$ cat config.mk
export PLATFORM = sky130hd
export DESIGN_NAME = inst_loader
export DESIGN_NICKNAME = d
export VERILOG_FILES = /design/src/rtl/pesurv_pkg.sv /design/src/rtl/inst_loader_byte_packer.sv /design/src/rtl/inst_loader.sv
export SDC_FILE = /design/constraint.sdc
export NUM_CORES = 1
export LEC_CHECK = 0
export CAP_MARGIN = 20
export CORE_MARGIN = 2
export CORE_UTILIZATION = 41
export CTS_BUF_LIST = sky130_fd_sc_hd__clkbuf_8 sky130_fd_sc_hd__clkbuf_16
export DETAILED_ROUTE_END_ITERATION = 16
export GPL_TIMING_DRIVEN = 0
export PLACE_DENSITY = 0.76
export SKIP_LAST_GASP = 1
export SLEW_MARGIN = 10
export SYNTH_ARGS = -nofsm -noshare
export SYNTH_HDL_FRONTEND = slang
export SYNTH_SLANG_ARGS = --single-unit
export TNS_END_PERCENT = 5
$ cat constraint.sdc
create_clock -name clk -period 4.8 [get_ports clk]
set_clock_uncertainty 0.05 [all_clocks]
set_input_delay 1.44 -clock clk [delete_from_list [all_inputs] [get_ports clk]]
set_output_delay 1.44 -clock clk [all_outputs]
set_load 0.02 [all_outputs]
$ cat src/rtl/pesurv_pkg.sv
// Shared types and constants for the boot-time instruction loader.
package pesurv_pkg;

  typedef enum logic [2:0] {
    ST_IDLE,
    ST_LEN,
    ST_DATA,
    ST_CSUM,
    ST_DONE,
    ST_ERR
  } state_t;

  localparam int unsigned BYTES_PER_WORD = 4;
  localparam int unsigned ADDR_INC       = BYTES_PER_WORD;
  localparam int unsigned ADDR_SHIFT     = $clog2(ADDR_INC);

endpackage

$ cat src/rtl/inst_loader_byte_packer.sv
// 8->32 little-endian assembler; o_word_c/o_word_valid_c are valid in the cycle of the 4th byte handshake.
module byte_packer
  import pesurv_pkg::*;
(
  input  logic        clk,
  input  logic        rst_n,
  input  logic        i_clr,
  input  logic        i_fire,
  input  logic [7:0]  i_byte,
  output logic [31:0] o_word_c,
  output logic        o_word_valid_c
);

  localparam int unsigned CW = $clog2(BYTES_PER_WORD);

  logic [CW-1:0] r_cnt;
  logic [23:0]   r_shift;

  // Only the first three bytes are stored; the fourth completes the word combinationally.
  assign o_word_c       = {i_byte, r_shift};
  assign o_word_valid_c = i_fire && (r_cnt == CW'(BYTES_PER_WORD - 1));

  always_ff @(posedge clk) begin
    if (!rst_n || i_clr) begin
      r_cnt   <= '0;
      r_shift <= '0;
    end else if (i_fire) begin
      r_cnt   <= r_cnt + CW'(1);
      r_shift <= {i_byte, r_shift[23:8]};
    end
  end

endmodule

$ cat src/rtl/inst_loader.sv
// Boot-time program loader feeding the instruction RAM write port.
// Optional trailing checksum word enabled by INST_LOADER_CSUM_EN.
module inst_loader
  import pesurv_pkg::*;
#(
  parameter int unsigned   W         = 32,
  parameter logic [W-1:0]  BASE_ADDR = '0,
  parameter int unsigned   MAX_WORDS = 2048
) (
  input  logic         clk,
  input  logic         rst_n,
  input  logic         start,
  input  logic [7:0]   in_byte,
  input  logic         in_valid,
  output logic         in_ready,
  output logic         is_write,
  output logic [W-1:0] im_addr,
  output logic [W-1:0] im_inst,
  output logic         core_hold,
  output logic         done,
  output logic         err
);

  localparam int unsigned IDXW = $clog2(MAX_WORDS + 1);

  state_t          r_state;
  logic [31:0]     r_len;
  logic [IDXW-1:0] r_idx;
`ifdef INST_LOADER_CSUM_EN
  logic [31:0]     r_sum;
`endif

  logic        w_fire;
  logic        w_start_ok;
  logic        w_last_word;
  logic [31:0] w_word;
  logic        w_word_valid;

  assign w_fire      = in_valid && in_ready;
  assign w_start_ok  = start && (r_state == ST_IDLE || r_state == ST_DONE || r_state == ST_ERR);
  assign w_last_word = (32'(r_idx) == (r_len - 32'd1));

  byte_packer u_packer (
    .clk            (clk),
    .rst_n          (rst_n),
    .i_clr          (w_start_ok),
    .i_fire         (w_fire),
    .i_byte         (in_byte),
    .o_word_c       (w_word),
    .o_word_valid_c (w_word_valid)
  );

  always_ff @(posedge clk) begin
    if (!rst_n) begin
      r_state   <= ST_IDLE;
      r_len     <= '0;
      r_idx     <= '0;
`ifdef INST_LOADER_CSUM_EN
      r_sum     <= '0;
`endif
      in_ready  <= 1'b0;
      is_write  <= 1'b0;
      im_addr   <= BASE_ADDR;
      im_inst   <= '0;
      core_hold <= 1'b0;
      done      <= 1'b0;
      err       <= 1'b0;
    end else begin
      is_write <= 1'b0;
      done     <= 1'b0;
      case (r_state)
        ST_IDLE, ST_DONE, ST_ERR: begin
          if (w_start_ok) begin
            r_state   <= ST_LEN;
            r_idx     <= '0;
`ifdef INST_LOADER_CSUM_EN
            r_sum     <= '0;
`endif
            in_ready  <= 1'b1;
            core_hold <= 1'b1;
            err       <= 1'b0;
          end
        end
        ST_LEN: begin
          if (w_word_valid) begin
            r_len <= w_word;
            r_idx <= '0;
            if (w_word == 32'd0) begin
`ifdef INST_LOADER_CSUM_EN
              r_state   <= ST_CSUM;
`else
              r_state   <= ST_DONE;
              done      <= 1'b1;
              core_hold <= 1'b0;
              in_ready  <= 1'b0;
`endif
            end else if (w_word > 32'(MAX_WORDS)) begin
              r_state   <= ST_ERR;
              err       <= 1'b1;
              core_hold <= 1'b0;
              in_ready  <= 1'b0;
            end else begin
              r_state <= ST_DATA;
            end
          end
        end
        ST_DATA: begin
          if (w_word_valid) begin
            is_write <= 1'b1;
            im_inst  <= W'(w_word);
            im_addr  <= BASE_ADDR + (W'(r_idx) << ADDR_SHIFT);
            r_idx    <= r_idx + IDXW'(1);
`ifdef INST_LOADER_CSUM_EN
            r_sum    <= r_sum + w_word;
            if (w_last_word) r_state <= ST_CSUM;
`else
            // Last word: drop in_ready in the write cycle so no trailing byte is taken.
            if (w_last_word) begin
              r_state   <= ST_DONE;
              done      <= 1'b1;
              core_hold <= 1'b0;
              in_ready  <= 1'b0;
            end
`endif
          end
        end
`ifdef INST_LOADER_CSUM_EN
        ST_CSUM: begin
          if (w_word_valid) begin
            core_hold <= 1'b0;
            in_ready  <= 1'b0;
            if (w_word == r_sum) begin
              r_state <= ST_DONE;
              done    <= 1'b1;
            end else begin
              r_state <= ST_ERR;
              err     <= 1'b1;
            end
          end
        end
`endif
        default: begin
          r_state   <= ST_IDLE;
          in_ready  <= 1'b0;
          core_hold <= 1'b0;
        end
      endcase
    end
  end

endmodule

* After elaboration in Yosys (flattened, before gate mapping) *
Cells that the tools add are included.

storage, ports and cells
  flip-flop bits (word level) = 121
  input bits = 12
  output and inout port bits = 69
  logic and storage cells = 76

cells by class
  muxes and demuxes = 29
  $add $sub $neg = 3
  order comparisons = 1
  reduce and logical (&&, ||, !) cells = 19
  eq/ne operators = 13

operators by type and width
  cell                   number
  $mux 12                3
  $pmux 12 s3            1
  $eq 12x32->1           1
  $gt 32x12->1 const B   1
  $logic_not 32->1       1
  $sub 32x1->32 const B  1
  $mux 3                 6
  $mux 1                 15
  $add 12x1->12 const B  1
  $reduce_and 5->1       2
  $pmux 3 s3             1
  $reduce_and 4->1       2
  $eq 3x3->1 const B     2
  $ne 2x1->1 const B     3
  $ne 2x2->1 const B     3
  $reduce_and 2->1       3
  $pmux 1 s2             2
  $eq 3x1->1 const B     1
  $eq 3x2->1 const B     1
  $logic_and 1x1->1      3
  $logic_not 3->1        1
  $logic_or 1x1->1       3
  $ne 3x3->1 const B     1
  $pmux 1 s3             1
  other kinds (6)        6

* Depth between registers and ports, before layout *
  depth in word-level cells = 6
  mapped depth = 11
  depth with buffers taken out = 10

* Hierarchy *
A second synthesis with hierarchy kept.

unflattened totals
  cells, all modules = 692
  area, all modules = 5645.4 um^2

by module, submodules not included
  module       seq. area each (um^2)  cells each  instances  area each (um^2)
  inst_loader  1901.8                 597         1          4598.2
  byte_packer  520.5                  95          1          1047.3

* Worst setup path after synthesis *
Ideal clock, no wire load.

  path type = input to register
  start = input port start
  end = register r_idx[10]
  library setup time = 0.127 ns
  slack = 1.979 ns
  required time = 4.623 ns
  path buffers = 0
  stages on the path = 7
  arrival = 2.644 ns
  path through = nor3b_1 > a31o_2 > and4_1 > and4_1 > nand4_1 > xor2_1 > nor2_1

between the ends
  longest elaborated chain between the ends = 3

ends and longest elaborated chain
  what                               line                text
  start: declaration                 inst_loader.sv:12   input logic start,
  $logic_and 1x1->1                  inst_loader.sv:40   assign w_start_ok = start && (r_state == ST_IDLE || r_state == ST_DONE || r_state == ST_ERR);
  $ne 2x1->1 (no source line)        n/a
  $reduce_and 4->1 (no source line)  n/a
  end signal: assignment             inst_loader.sv:112  r_idx <= r_idx + IDXW'(1);
  end: declaration                   inst_loader.sv:28   logic [IDXW-1:0] r_idx;

No other way between the ends.
A chain may end at the register's enable or synchronous reset.

* Final worst setup path *
  start = register r_len[0]
  end = register r_state[2]

between the ends
  longest elaborated chain between the ends = 4

ends and longest elaborated chain
  what                               line               text
  start: declaration                 inst_loader.sv:27  logic [31:0] r_len;
  start signal: assignment           inst_loader.sv:86  r_len <= w_word;
  $sub 32x1->32                      inst_loader.sv:41  assign w_last_word = (32'(r_idx) == (r_len - 32'd1));
  $eq 12x32->1                       inst_loader.sv:41
  $ne 2x2->1 (no source line)        n/a
  $reduce_and 4->1 (no source line)  n/a
  end signal: assignment             inst_loader.sv:55  r_state <= ST_IDLE;
  end signal: assignment             inst_loader.sv:74  r_state <= ST_LEN;
  end signal: assignment             inst_loader.sv:92  r_state <= ST_DONE;
  end: declaration                   inst_loader.sv:26  state_t r_state;

No other way between the ends.

==> flow_metrics.tcl <==
set metrics [dict create \
    max_cap_viol_count 0 \
    rsz0062_at_grt "false" \
    final_cells 959 \
    arrival_ns 3.71 \
    antenna_cells 0 \
    dp_hpwl_um 9270 \
    clock-sinks 121 \
    cts-buffers-inserted 17 \
    holdBufCountCts 0 \
    drtAntennaViolNets 0 \
    die-area_um2 13600 \
    worstRegToRegCells 11 \
    synth-seq-cells 121 \
    start_util_pct 41.7 \
    wl_per_cell_um 13.7 \
    final_nets 789 \
    drive_above_1_share_pct 9.15 \
    hold_path_class "register to register" \
    slew-limit-headroom_pct 51.0 \
    synth_cell_types 51 \
    cp-startpoint "r_len[0]" \
    rows 41 \
    dr.pass1.iters 5 \
    yosysWarnings 0 \
    global_route.overflow_total 0 \
    cts_tree "built" \
    synth_edf_count 0 \
    area_delta_synth_final_pct 27.8 \
    drc 0 \
    synthFlopType "dfxtp_1" \
    synth-seq-area-share_pct 46.4 \
    ir_worst_vdd_v 0.000247 \
    critPathRequiredTime_ns 5.09 \
    p_leak_uw 0.00242 \
    tns_ns 0 \
    r2r-start "r_len[0]" \
    clk_transition_reported_paths_ns 0.06 \
    vias 4877 \
    yosysTopAreaCell "dfxtp_1" \
    tightest_slew_ns 0.729 \
    drt-initial-drc-count 315 \
    avgSynthCellArea_um2 7.72 \
    grt_pass1_wl_um 21200 \
    viasPerCell 5.09 \
    root_buffer "clkbuf_16" \
    port_buffers 59 \
    synth_cells 676 \
    wl_um 13100 \
    synth_area_um2 5220 \
    cts_resized 0 \
    die_width_um 117 \
    min_delay_path_depth 2 \
    gr-usage-all-layers_pct 20.0 \
    worst_setup_path_start_kind "register" \
    clk_latency_ns 0.41 \
    place_congestion 0.899 \
    power.density_nw_per_um2 353 \
    min_period_over_period_pct 71.3 \
    placed_cells 926 \
    max_freq_mhz 292 \
    r2r_end "r_state[2]" \
    die_h_um 117 \
    h-tree-depth 4 \
    synth_top_area_share_pct 46.4 \
    worst-path-max-fanout 8 \
    critPathKind "register to register" \
    synth_area_leaders "dfxtp_1, nand2_1, a21oi_1" \
    crit_end "r_state[2]" \
    finalSetupViolCount 0 \
    top_level_ports 81 \
    outcome "finished clean" \
    antenna_found_initial 0 \
    grt_pass1_vias 4387 \
    cp-end-kind "register" \
    hold_viol 0 \
    reg2reg_slack_ns 1.38 \
    core_um2 12500 \
    cts_buffer_depth 2 \
    async_flop_share_pct 0 \
    cts_setup_buffers 0 \
    num-fill-cells 1239 \
    layout_min_cycle_time_ns 3.42 \
    drv_slew 0 \
    grt_max_degree 17 \
]
[power by group]
part	switching [uW]	internal, uW	total [uW]
logic	75.6	43.9	119
clock network	495	720	1220
registers	8.03	1010	1020
total	579	1780	2350
[Yosys cell counts, types with 3 or more instances]
cell,count
nand2_1,217
o21ai_0,4
a211oi_1,5
inv_1,6
or4_1,4
nor2_1,30
nand4_1,11
and3_1,3
xnor2_1,7
or3_1,3
dfxtp_1,121
nor3_1,11
nor4_1,11
clkbuf_1,33
xor2_1,21
buf_4,22
nand3_1,13
mux2i_1,4
ha_1,3
a21oi_1,109
[per-stage QoR]
stage	area, um^2	setup slack [ns]	hold slack (ns)	util [%]	power, uW
floorplan	5290	1.98	0.381	-	1120
global placement	6100	0.759	0.391	48.7	1160
detailed placement	6100	0.716	0.396	48.7	1160
CTS	6660	1.15	0.404	53.2	2360
global route	6670	1.07	0.422	53.3	2430
finish	6670	1.38	0.403	53.3	2350
[cells by family after synthesis]
logic type      Yosys count  synth area share, %
fa+ha+maj                 3                0.719
simple gates            320                 26.7
compound gates          133                 14.0
flops                   121                 46.4
mux                       4                0.767
other cells               1               0.0719
xor+xnor                 28                 4.70
buf+inv                  66                 6.71
[critical path: stages, from the launching register on]
cell      delay, ns
dfxtp_1        0.37
inv_1          0.08
ha_1           0.14
clkbuf_1       0.27
nor3b_1        0.50
nand4_1        0.29
nor3_1         0.32
xor2_1         0.11
or4_1          0.51
o31ai_2        0.31
and2b_4        0.23
mux2i_1        0.18
[worst min-delay path by stage]
stage	slack, ns	end	start
after floorplan	0.38	r_len[19]	r_len[19]
after CTS	0.40	r_len[27]	r_len[27]
final	0.40	im_addr[7]	im_addr[7]
after global routing	0.42	im_inst[30]	im_inst[30]
after detailed placement	0.40	r_len[27]	r_len[27]
after global placement	0.39	r_len[18]	r_len[18]
[final cells by class]
| type | instances | area [um^2] | share of cell area [%] |
|---|---|---|---|
| Clock buffer | 17 | 425 | 6.38 |
| Multi-Input combinational cell | 508 | 2520 | 37.7 |
| Timing Repair Buffer | 60 | 596 | 8.93 |
| Clock inverter | 15 | 143 | 2.14 |
| Inverter | 7 | 26.3 | 0.394 |
| Tap cell | 172 | 215 | 3.23 |
| Sequential cell | 121 | 2420 | 36.3 |
| Buffer | 59 | 324 | 4.86 |
[layout by cell type, fill, tap and decap left out, types with 5 or more instances in the layout]
cell type	n
dfxtp_1	121
nor2_1	30
nor4_1	11
nand3_1	13
a211oi_1	5
xnor2_1	7
nand2_1	217
xor2_1	21
nand4_1	11
nor3_1	11
clkbuf_16	17
clkbuf_1	33
inv_1	6
clkdlybuf4s50_1	59
a21oi_1	109
buf_4	22
conb_1	20
[metal layers]
layer	GRT usage [%]	up-vias	share of wire, %
met5	0	-	0
met4	6.75	0	1.6
met3	6.18	22	6.0
met2	32.6	172	46
met1	25.2	2249	46
li1	-	2434	-
[state kept, by name, indices dropped and copies added (netlist names)]
register          flops
u_packer.r_cnt        2
done                  1
im_addr              12
r_len                32
u_packer.r_shift     24
r_state               3
is_write              1
im_inst              32
core_hold             1
err                   1
r_idx                12
Power figures use the tool's default switching activity.
